**src/rtl/garage_pkg.sv**
```systemverilog
// Shared types for the garage door controller: FSM state encodings
// (visible on state_o for debug) and the remembered travel direction.
package garage_pkg;

  typedef enum logic [2:0] {
    IDLE  = 3'b000,
    MV_UP = 3'b001,
    MV_DN = 3'b011,
    STOP  = 3'b100,
    FAULT = 3'b111
  } state_t;

  typedef enum logic {
    UP = 1'b0,
    DN = 1'b1
  } dir_t;

  // True for the two states in which a motor is energised.
  function automatic logic is_motion(input state_t s);
    return (s == MV_UP) || (s == MV_DN);
  endfunction

endpackage

```
**src/rtl/garage_travel_timer.sv**
```systemverilog
// Travel watchdog: counts consecutive motor-on cycles of one run and flags
// the cycle in which the run reaches its allowed length.
module garage_travel_timer #(
  parameter int TRAVEL_MAX = 1000,
  parameter int CNT_W      = $clog2(TRAVEL_MAX + 1)
) (
  input  logic clk,
  input  logic rst,
  input  logic clr,
  input  logic en,
  output logic timeout
);

  localparam logic [CNT_W-1:0] LAST_CYCLE = CNT_W'(TRAVEL_MAX - 1);
  localparam logic [CNT_W-1:0] SAT_VALUE  = CNT_W'(TRAVEL_MAX);

  logic [CNT_W-1:0] count_reg;

  // Restart on a new run, hold at zero outside motion, saturate instead of wrapping.
  always_ff @(posedge clk or posedge rst) begin
    if (rst) begin
      count_reg <= '0;
    end else if (clr || !en) begin
      count_reg <= '0;
    end else if (count_reg != SAT_VALUE) begin
      count_reg <= count_reg + CNT_W'(1);
    end
  end

  // Count equals the number of completed motor-on cycles minus one, so this
  // fires during the last permitted cycle of the run.
  assign timeout = (count_reg == LAST_CYCLE);

endmodule

```
**src/rtl/garage_ctrl_v2.sv**
```systemverilog
// Single-door garage motor controller: one push-button, two limit switches,
// obstruction beam, travel watchdog and latched fault with explicit clear.
module garage_ctrl_v2
  import garage_pkg::*;
#(
  parameter int TRAVEL_MAX       = 1000,
  parameter int CNT_W            = $clog2(TRAVEL_MAX + 1),
  parameter bit OBSTRUCT_REVERSE = 1'b1
) (
  input  logic       clk,
  input  logic       rst,
  input  logic       activate,
  input  logic       up_max,
  input  logic       dn_max,
  input  logic       obstruct,
  input  logic       fault_clr,
  output logic       up_m,
  output logic       dn_m,
  output logic       fault,
  output logic [2:0] state_o
);

  state_t state_reg, state_next;
  dir_t   last_dir_reg, last_dir_next;
  logic   activate_q;
  logic   act_pulse;
  logic   conflict;
  logic   timeout;
  logic   timer_clr;
  logic   timer_en;

  assign act_pulse = activate & ~activate_q;
  assign conflict  = up_max & dn_max;

  // A new run starts whenever a motion state is entered from any other state
  // (including the down-to-up reversal); the count only advances while the
  // same motion state is kept across the edge.
  assign timer_clr = is_motion(state_next) && (state_next != state_reg);
  assign timer_en  = is_motion(state_reg) && (state_next == state_reg);

  garage_travel_timer #(
    .TRAVEL_MAX(TRAVEL_MAX),
    .CNT_W     (CNT_W)
  ) u_timer (
    .clk    (clk),
    .rst    (rst),
    .clr    (timer_clr),
    .en     (timer_en),
    .timeout(timeout)
  );

  // State, remembered direction and button history registers.
  always_ff @(posedge clk or posedge rst) begin
    if (rst) begin
      state_reg    <= IDLE;
      last_dir_reg <= UP;
      activate_q   <= 1'b0;
    end else begin
      state_reg    <= state_next;
      last_dir_reg <= last_dir_next;
      activate_q   <= activate;
    end
  end

  // Next-state logic; a sensor conflict overrides everything except FAULT itself.
  always_comb begin
    state_next    = state_reg;
    last_dir_next = last_dir_reg;
    if (state_reg != FAULT && conflict) begin
      state_next = FAULT;
    end else begin
      unique case (state_reg)
        IDLE: begin
          if (act_pulse) begin
            // Only an open door moves down; closed or mid-way defaults to up.
            state_next = (up_max && !dn_max) ? MV_DN : MV_UP;
          end
        end
        MV_UP: begin
          if (up_max) begin
            state_next = IDLE;
          end else if (act_pulse) begin
            state_next    = STOP;
            last_dir_next = UP;
          end else if (timeout) begin
            state_next = FAULT;
          end
        end
        MV_DN: begin
          if (dn_max) begin
            state_next = IDLE;
          end else if (obstruct) begin
            if (OBSTRUCT_REVERSE) begin
              state_next = MV_UP;
            end else begin
              state_next    = STOP;
              last_dir_next = DN;
            end
          end else if (act_pulse) begin
            state_next    = STOP;
            last_dir_next = DN;
          end else if (timeout) begin
            state_next = FAULT;
          end
        end
        STOP: begin
          if (act_pulse) begin
            if (last_dir_reg == DN) begin
              state_next = MV_UP;
            end else if (!obstruct) begin
              state_next = MV_DN;
            end else if (OBSTRUCT_REVERSE) begin
              // Never start closing onto a blocked beam.
              state_next = MV_UP;
            end
          end
        end
        FAULT: begin
          if (fault_clr && !conflict) begin
            state_next = IDLE;
          end
        end
        default: state_next = IDLE;
      endcase
    end
  end

  // Moore output decode from the registered state only.
  always_comb begin
    up_m    = (state_reg == MV_UP);
    dn_m    = (state_reg == MV_DN);
    fault   = (state_reg == FAULT);
    state_o = state_reg;
  end

endmodule

```
**config.mk**
```make
export PLATFORM = sky130hd
export DESIGN_NAME = garage_ctrl_v2
export DESIGN_NICKNAME = d
export VERILOG_FILES = /design/src/rtl/garage_pkg.sv /design/src/rtl/garage_travel_timer.sv /design/src/rtl/garage_ctrl_v2.sv
export SDC_FILE = /design/constraint.sdc
export NUM_CORES = 1
export LEC_CHECK = 0
export BUFFER_PORTS_ARGS = -buffer_cell sky130_fd_sc_hd__buf_4
export CORE_MARGIN = 8
export CORE_UTILIZATION = 35
export DETAILED_ROUTE_END_ITERATION = 8
export PLACE_DENSITY = 0.53
export SYNTH_ARGS = -nofsm -noshare
export SYNTH_HDL_FRONTEND = slang
export SYNTH_SLANG_ARGS = --single-unit
```
**constraint.sdc**
```tcl
create_clock -name clk -period 1.3 [get_ports clk]
set_input_delay 0.13 -clock clk [delete_from_list [all_inputs] [get_ports clk]]
set_output_delay 0.13 -clock clk [all_outputs]
set_load 0.03 [all_outputs]
```
* Word level (Yosys, flattened, before mapping)
Cells that the tools add are included.
** Cells by class
- Add/subtract/negate cells :: 1
- Equality and inequality tests :: 16
- Multiplexer cells :: 21
- Bitwise logic cells :: 4
- Reduce and logical (&&, ||, !) cells :: 15
** Operator list (number)
- two-way mux 3 bit :: 9
- two-way mux 10 bit :: 2
- case mux 3 bit (5 select lines) :: 1
- adder 10 x 1 -> 10 bit (second input constant) :: 1
- equality test 10 bit (second input constant) :: 1
- != test 10 bit (second input constant) :: 1
- AND reduction 7 bit :: 1
- equality test 3 x 1 -> 1 bit (second input constant) :: 2
- equality test 3 x 2 -> 1 bit (second input constant) :: 2
- equality test 3 bit (second input constant) :: 2
- two-way mux 2 bit :: 3
- != test 2 bit (second input constant) :: 3
- logical AND 1 bit :: 5
- two-way mux 1 bit :: 5
- != test 2 x 1 -> 1 bit (second input constant) :: 2
- nonzero test 2 bit :: 2
- equality test 3 bit :: 1
- logical NOT 1 bit :: 3
- logical NOT 3 bit :: 1
- logical OR 1 bit :: 3
- != test 3 bit :: 1
- != test 3 bit (second input constant) :: 1
- AND 1 bit :: 2
- inverter 1 bit :: 2
- case mux 1 bit (2 select lines) :: 1
** Word-level totals
- Register bits :: 15
- Logic and storage cells :: 61

* Longest topological paths before layout
- Depth after elaboration :: 12
- Gate-level depth with buffers :: 5
- Depth with buffers taken out :: 5

* Modules after synthesis
A second synthesis with hierarchy kept.
** Second synthesis, totals
- Cell total of the unflattened synthesis :: 114
- Area, all modules :: 1038.5 um2
** Modules (own cells, without submodules)
- garage_travel_timer :: times used 1, cells an instance 59, area each 556.8 um2, seq. area each 250.2 um2
- garage_ctrl_v2 :: times used 1, cells an instance 55, area each 481.7 um2, seq. area each 125.1 um2

* Worst setup path after synthesis
No wires, ideal clock.
- Kind :: register -> register
- From :: reg state_reg[1] (netlist: state_o[1])
- To :: reg u_timer.count_reg[0]
- Library setup time :: 0.101 ns
- Data arrival time :: 1.371 ns
- Data required time :: 1.199 ns
- Setup slack :: -0.172 ns
- Stages on the path, launching flop included :: 5
- Buffers on the path :: 1
- Clock period less this slack :: 1.472 ns
- Path through :: dfrtp_1 nor3b_1 o211ai_1 buf_2 nor4_1
** On the way
- Cells in the longest elaborated chain, start to end :: 11
- Elaborated cells between the ends (all ways) :: 29
- Classes of those cells :: eq/ne (9); mux (11); reduce/logical (9)
** Ends and longest elaborated chain
- from (decl) :: RTL line garage_ctrl_v2.sv:23 : state_t state_reg, state_next;
- from (signal assigned) :: RTL line garage_ctrl_v2.sv:59 : state_reg <= state_next;
- two-way mux 3 bit :: RTL line garage_ctrl_v2.sv:85, garage_ctrl_v2.sv:102
- two-way mux 3 bit :: RTL line garage_ctrl_v2.sv:82 : end else if (act_pulse) begin
- two-way mux 3 bit :: RTL line garage_ctrl_v2.sv:92 : end else if (obstruct) begin
- two-way mux 3 bit :: RTL line garage_ctrl_v2.sv:90 : if (dn_max) begin
- case mux 3 bit (5 select lines) :: RTL line garage_ctrl_v2.sv:72 : unique case (state_reg)
- two-way mux 3 bit :: RTL line garage_ctrl_v2.sv:69 : if (state_reg != FAULT && conflict) begin
- equality test 3 x 1 -> 1 bit, or another cell as far along :: RTL line garage_pkg.sv:20 : return (s == MV_UP) || (s == MV_DN);
- logical OR 1 bit / logical AND 1 bit (equally long branches) :: RTL line garage_pkg.sv:20, garage_ctrl_v2.sv:39
- logical AND 1 bit / logical NOT 1 bit (equally long branches) :: RTL line garage_ctrl_v2.sv:38, garage_travel_timer.sv:23
- logical OR 1 bit (*) :: RTL line garage_travel_timer.sv:23 : end else if (clr || !en) begin
- two-way mux 10 bit / nonzero test 2 bit (equally long branches)
- to (signal assigned) :: RTL line garage_travel_timer.sv:26 : count_reg <= count_reg + CNT_W'(1);
- to (decl) :: RTL line garage_travel_timer.sv:17 : logic [CNT_W-1:0] count_reg;
Every way passes the cells marked *; elsewhere a longest branch is shown, timed or not.
A chain may end at the register's enable or synchronous reset.

* Final worst setup path
- From :: reg u_timer.count_reg[0]
- To :: reg u_timer.count_reg[6]
** On the way
- Cells in the longest elaborated chain, start to end :: 12
- Elaborated cells between the ends (all ways) :: 22
- Classes of those cells :: add/sub (1); eq/ne (6); mux (9); reduce/logical (6)
** Ends and longest elaborated chain
- equality test 10 bit :: RTL line garage_travel_timer.sv:32 : assign timeout = (count_reg == LAST_CYCLE);
- two-way mux 3 bit :: RTL line garage_ctrl_v2.sv:85, garage_ctrl_v2.sv:102
- two-way mux 3 bit :: RTL line garage_ctrl_v2.sv:82
- two-way mux 3 bit :: RTL line garage_ctrl_v2.sv:92
- two-way mux 3 bit :: RTL line garage_ctrl_v2.sv:90
- case mux 3 bit (5 select lines) :: RTL line garage_ctrl_v2.sv:72
- two-way mux 3 bit :: RTL line garage_ctrl_v2.sv:69
- equality test 3 x 1 -> 1 bit, or another cell as far along :: RTL line garage_pkg.sv:20
- logical OR 1 bit / logical AND 1 bit (equally long branches) :: RTL line garage_pkg.sv:20, garage_ctrl_v2.sv:39
- logical AND 1 bit / logical NOT 1 bit (equally long branches) :: RTL line garage_ctrl_v2.sv:38, garage_travel_timer.sv:23
- logical OR 1 bit :: RTL line garage_travel_timer.sv:23
- two-way mux 10 bit / nonzero test 2 bit (equally long branches)
Several ways; a longest one is shown, not always the timed one. The select of a mux whose other input is x is not followed.

==> reports/results.txt <==
Final Max Slew Viols = 0
R2R depth = 4
# IOs = 13
Max incr delay on CP = 0.43 ns
Commonest cells in the netlist = 15 x dfrtp_1, 7 x inv_1, 7 x nor2_1
Top Family by Delay on Critical Path = simple AND/OR/NAND/NOR gates
Max reg flops = 10
Clk pwr share = 0.230
Core area = 0.00250 mm2
Largest cells by area after synthesis = dfrtp_1 40%, a211oi_1 3.2%, o31ai_1 3.2%
Starting density of the core = 0.375
Non-Filler Cell Area, Final = 0.00157 mm2
Setup violations, final = 15
Post-Synthesis Cells = 98
Vias per Instance = 5.58
Clock Tree Root = clkbuf_4
Layout area overhead = 66.9%
Fill cells = 184
Clock latency on the worst-skew pair = 0.30 ns
Area post-placement = 0.00126 mm2
Sum Neg Setup Slack = -1.17 ns
YS warnings = 0
Worst hold path type = in2reg
Vias in the first global route = 1008
Sw power = 418 uW
CTS Sinks = 15
Max-cap violations = 0
Comb power frac = 0.339
CP required = 1.52 ns
Setup WS post-layout = -0.178 ns
Layout cell share with drive strength beyond 1 = 0.614
Maximum clock frequency = 676 MHz
CTS Buf Count = 3
Drt wl/cell = 15.9 um
Seq/Total Area, Yosys = 0.400
Die width = 67.8 um
FF+latch count, synth = 15
Peak supply drop = 0.000654 V
Buffers & Inverters on Critical Path = 0
Hold Path Cell Cnt = 2
Lkg Pwr = 0.627 nW
Period utilisation layout = 1.14
Clock transition at the registers of the reported paths = 0.11 ns
Startpoint types = flop
Clk buf depth = 2
Worst Setup End Kind = flop
Final Hold Viols = 0
Final Routed Wirelength = 2.78 mm
Row count = 18
Status = finished, violations left
Die Footprint = 0.00459 mm2
Fin util = 0.627
Pwr/cell area = 793 mW/mm2
P_int = 825 uW
Port bufs = 12
CTS tree = built
Gr ovfl total = 0
Synth Flop Type = dfrtp_1
Synth area leader = dfrtp_1
H-tree depth = 1
Gr usage total = 0.121
Crit path kind = reg2reg
HPWL Detailed = 1.78 mm
Post-synthesis cell area = 938 um2
CP Depth = 4
Cell with the most instances after synthesis = dfrtp_1
Clk_skew = 0.0109 ns
Syn avg cell area = 9.58 um2
Number of flops mapped to enable cells by yosys = 0
Largest net degree at the start of global routing = 16
RSZ-0062 raised after global routing = true
Violated checks = negative setup slack
Seq pwr share = 0.431
Crit path arrival time = 1.69 ns
Period minus WS final = 1.48 ns
Cell chain of the critical path = ha_2 -> nand4_1 -> or3_1 -> a211oi_2
Vias = 977
1st-iter DRT viols = 16
Synth Net Count = 107
Die height = 67.8 um
Worst slew pin tran = 0.339 ns
Switching Fraction = 0.336
Gpl congestion = 0.842
ANT cells = 0
Initial antenna violation count = 0
Post-route DRC = 0
ANT nets after route = 0
Synth async-reset ratio = 1.00
CP max FO = 5
Pre-CTS setup slack = -0.149 ns
Post-synthesis cell type count = 34
First-pass GRT wire length = 4.28 mm
Slew HR = 0.772
Yosys top cell area share = 0.400
First drt pass iteration count = 4
CP max-delay cell = dfrtp_1
Nets = 155
worst register-to-register path, stage by stage (launching register included):
cell and delay [ns]:
dfrtp_1 0.43, ha_2 0.23, nand4_1 0.14, or3_1 0.35, a211oi_2 0.24
per-stage QoR:
stage / total power [mW] / hold WS, ns / std cells
after floorplan: 0.681 / 0.0313 / 98
after global placement: 0.803 / 0.152 / 161
after detailed placement: 0.804 / 0.158 / 161
after CTS: 1.17 / 0.0364 / 173
after global routing: 1.31 / 0.0472 / 175
final: 1.24 / 0.0533 / 175
logic make-up (layout without fill, tap and decap cells):
group,Yosys count,count (layout),synth area share
xor gates and xnor gates,3,3,0.0280
adders and majority gates,2,2,0.0267
DFF,15,15,0.400
and+or+nand+nor,41,41,0.280
buffers and inverters,12,59,0.0520
AOI/OAI and AO/OA,25,25,0.213
final timing paths:
| check | startpoint | endpoint | slack [ns] |
|---|---|---|---|
| worst min register to register | last_dir_reg | last_dir_reg | 0.58 |
| worst max register to register | u_timer.count_reg[0] | u_timer.count_reg[6] | -0.18 |
| worst min-delay path | obstruct | last_dir_reg | 0.05 |
| max in group asynchronous | rst | state_o[1] | 0.71 |
| min in group asynchronous | rst | u_timer.count_reg[6] | 0.38 |
| worst max-delay path | u_timer.count_reg[0] | u_timer.count_reg[6] | -0.18 |
repair_timing:
item | 4_1_cts | 5_1_grt
buffers inserted | 6 | 4
hold endpoints to repair | 16 | 0
setup endpoints to repair | 14 | 17
hold buffers | 2 | 0
resized for setup | 14 | 31
pin swaps | 1 | 6
routing by layer:
metal	wire, um	part of all wire	track usage
met5	0	0	0
met2	1380	0.50	0.213
met4	59	0.021	0.0332
met3	117	0.042	0.0447
met1	1220	0.44	0.134
power groups by stage:
stage	Combinational, mW	Sequential, mW	Clock (mW)
global placement	0.265	0.538	0
floorplan	0.122	0.559	0
global route	0.453	0.539	0.318
CTS	0.344	0.529	0.292
finish	0.421	0.536	0.286
detailed placement	0.266	0.537	0
layout make-up:
| class | count | area, um2 | share of cell area |
|---|---|---|---|
| clock buffer | 3 | 22.5 | 0.0144 |
| clock inverter | 1 | 5.00 | 0.00319 |
| inverter | 7 | 26.3 | 0.0168 |
| multi-input combinational | 71 | 692 | 0.442 |
| sequential | 15 | 380 | 0.243 |
| tap | 30 | 37.5 | 0.0240 |
| timing repair buffer | 48 | 403 | 0.257 |
cells in the final DEF (no fill, tap or decap), types with 3 or more instances in the layout:
master / synthesis / final
nor2_4: 0 / 3
dfrtp_1: 15 / 11
nand3_1: 5 / 5
or3_1: 4 / 3
buf_6: 0 / 10
inv_2: 0 / 3
clkbuf_4: 0 / 3
buf_4: 0 / 36
o31ai_1: 4 / 3
a211oi_2: 2 / 4
dfrtp_2: 0 / 4
o21ai_0: 4 / 4
inv_1: 7 / 4
nor2_1: 7 / 4
Power figures use the tool's default switching activity.
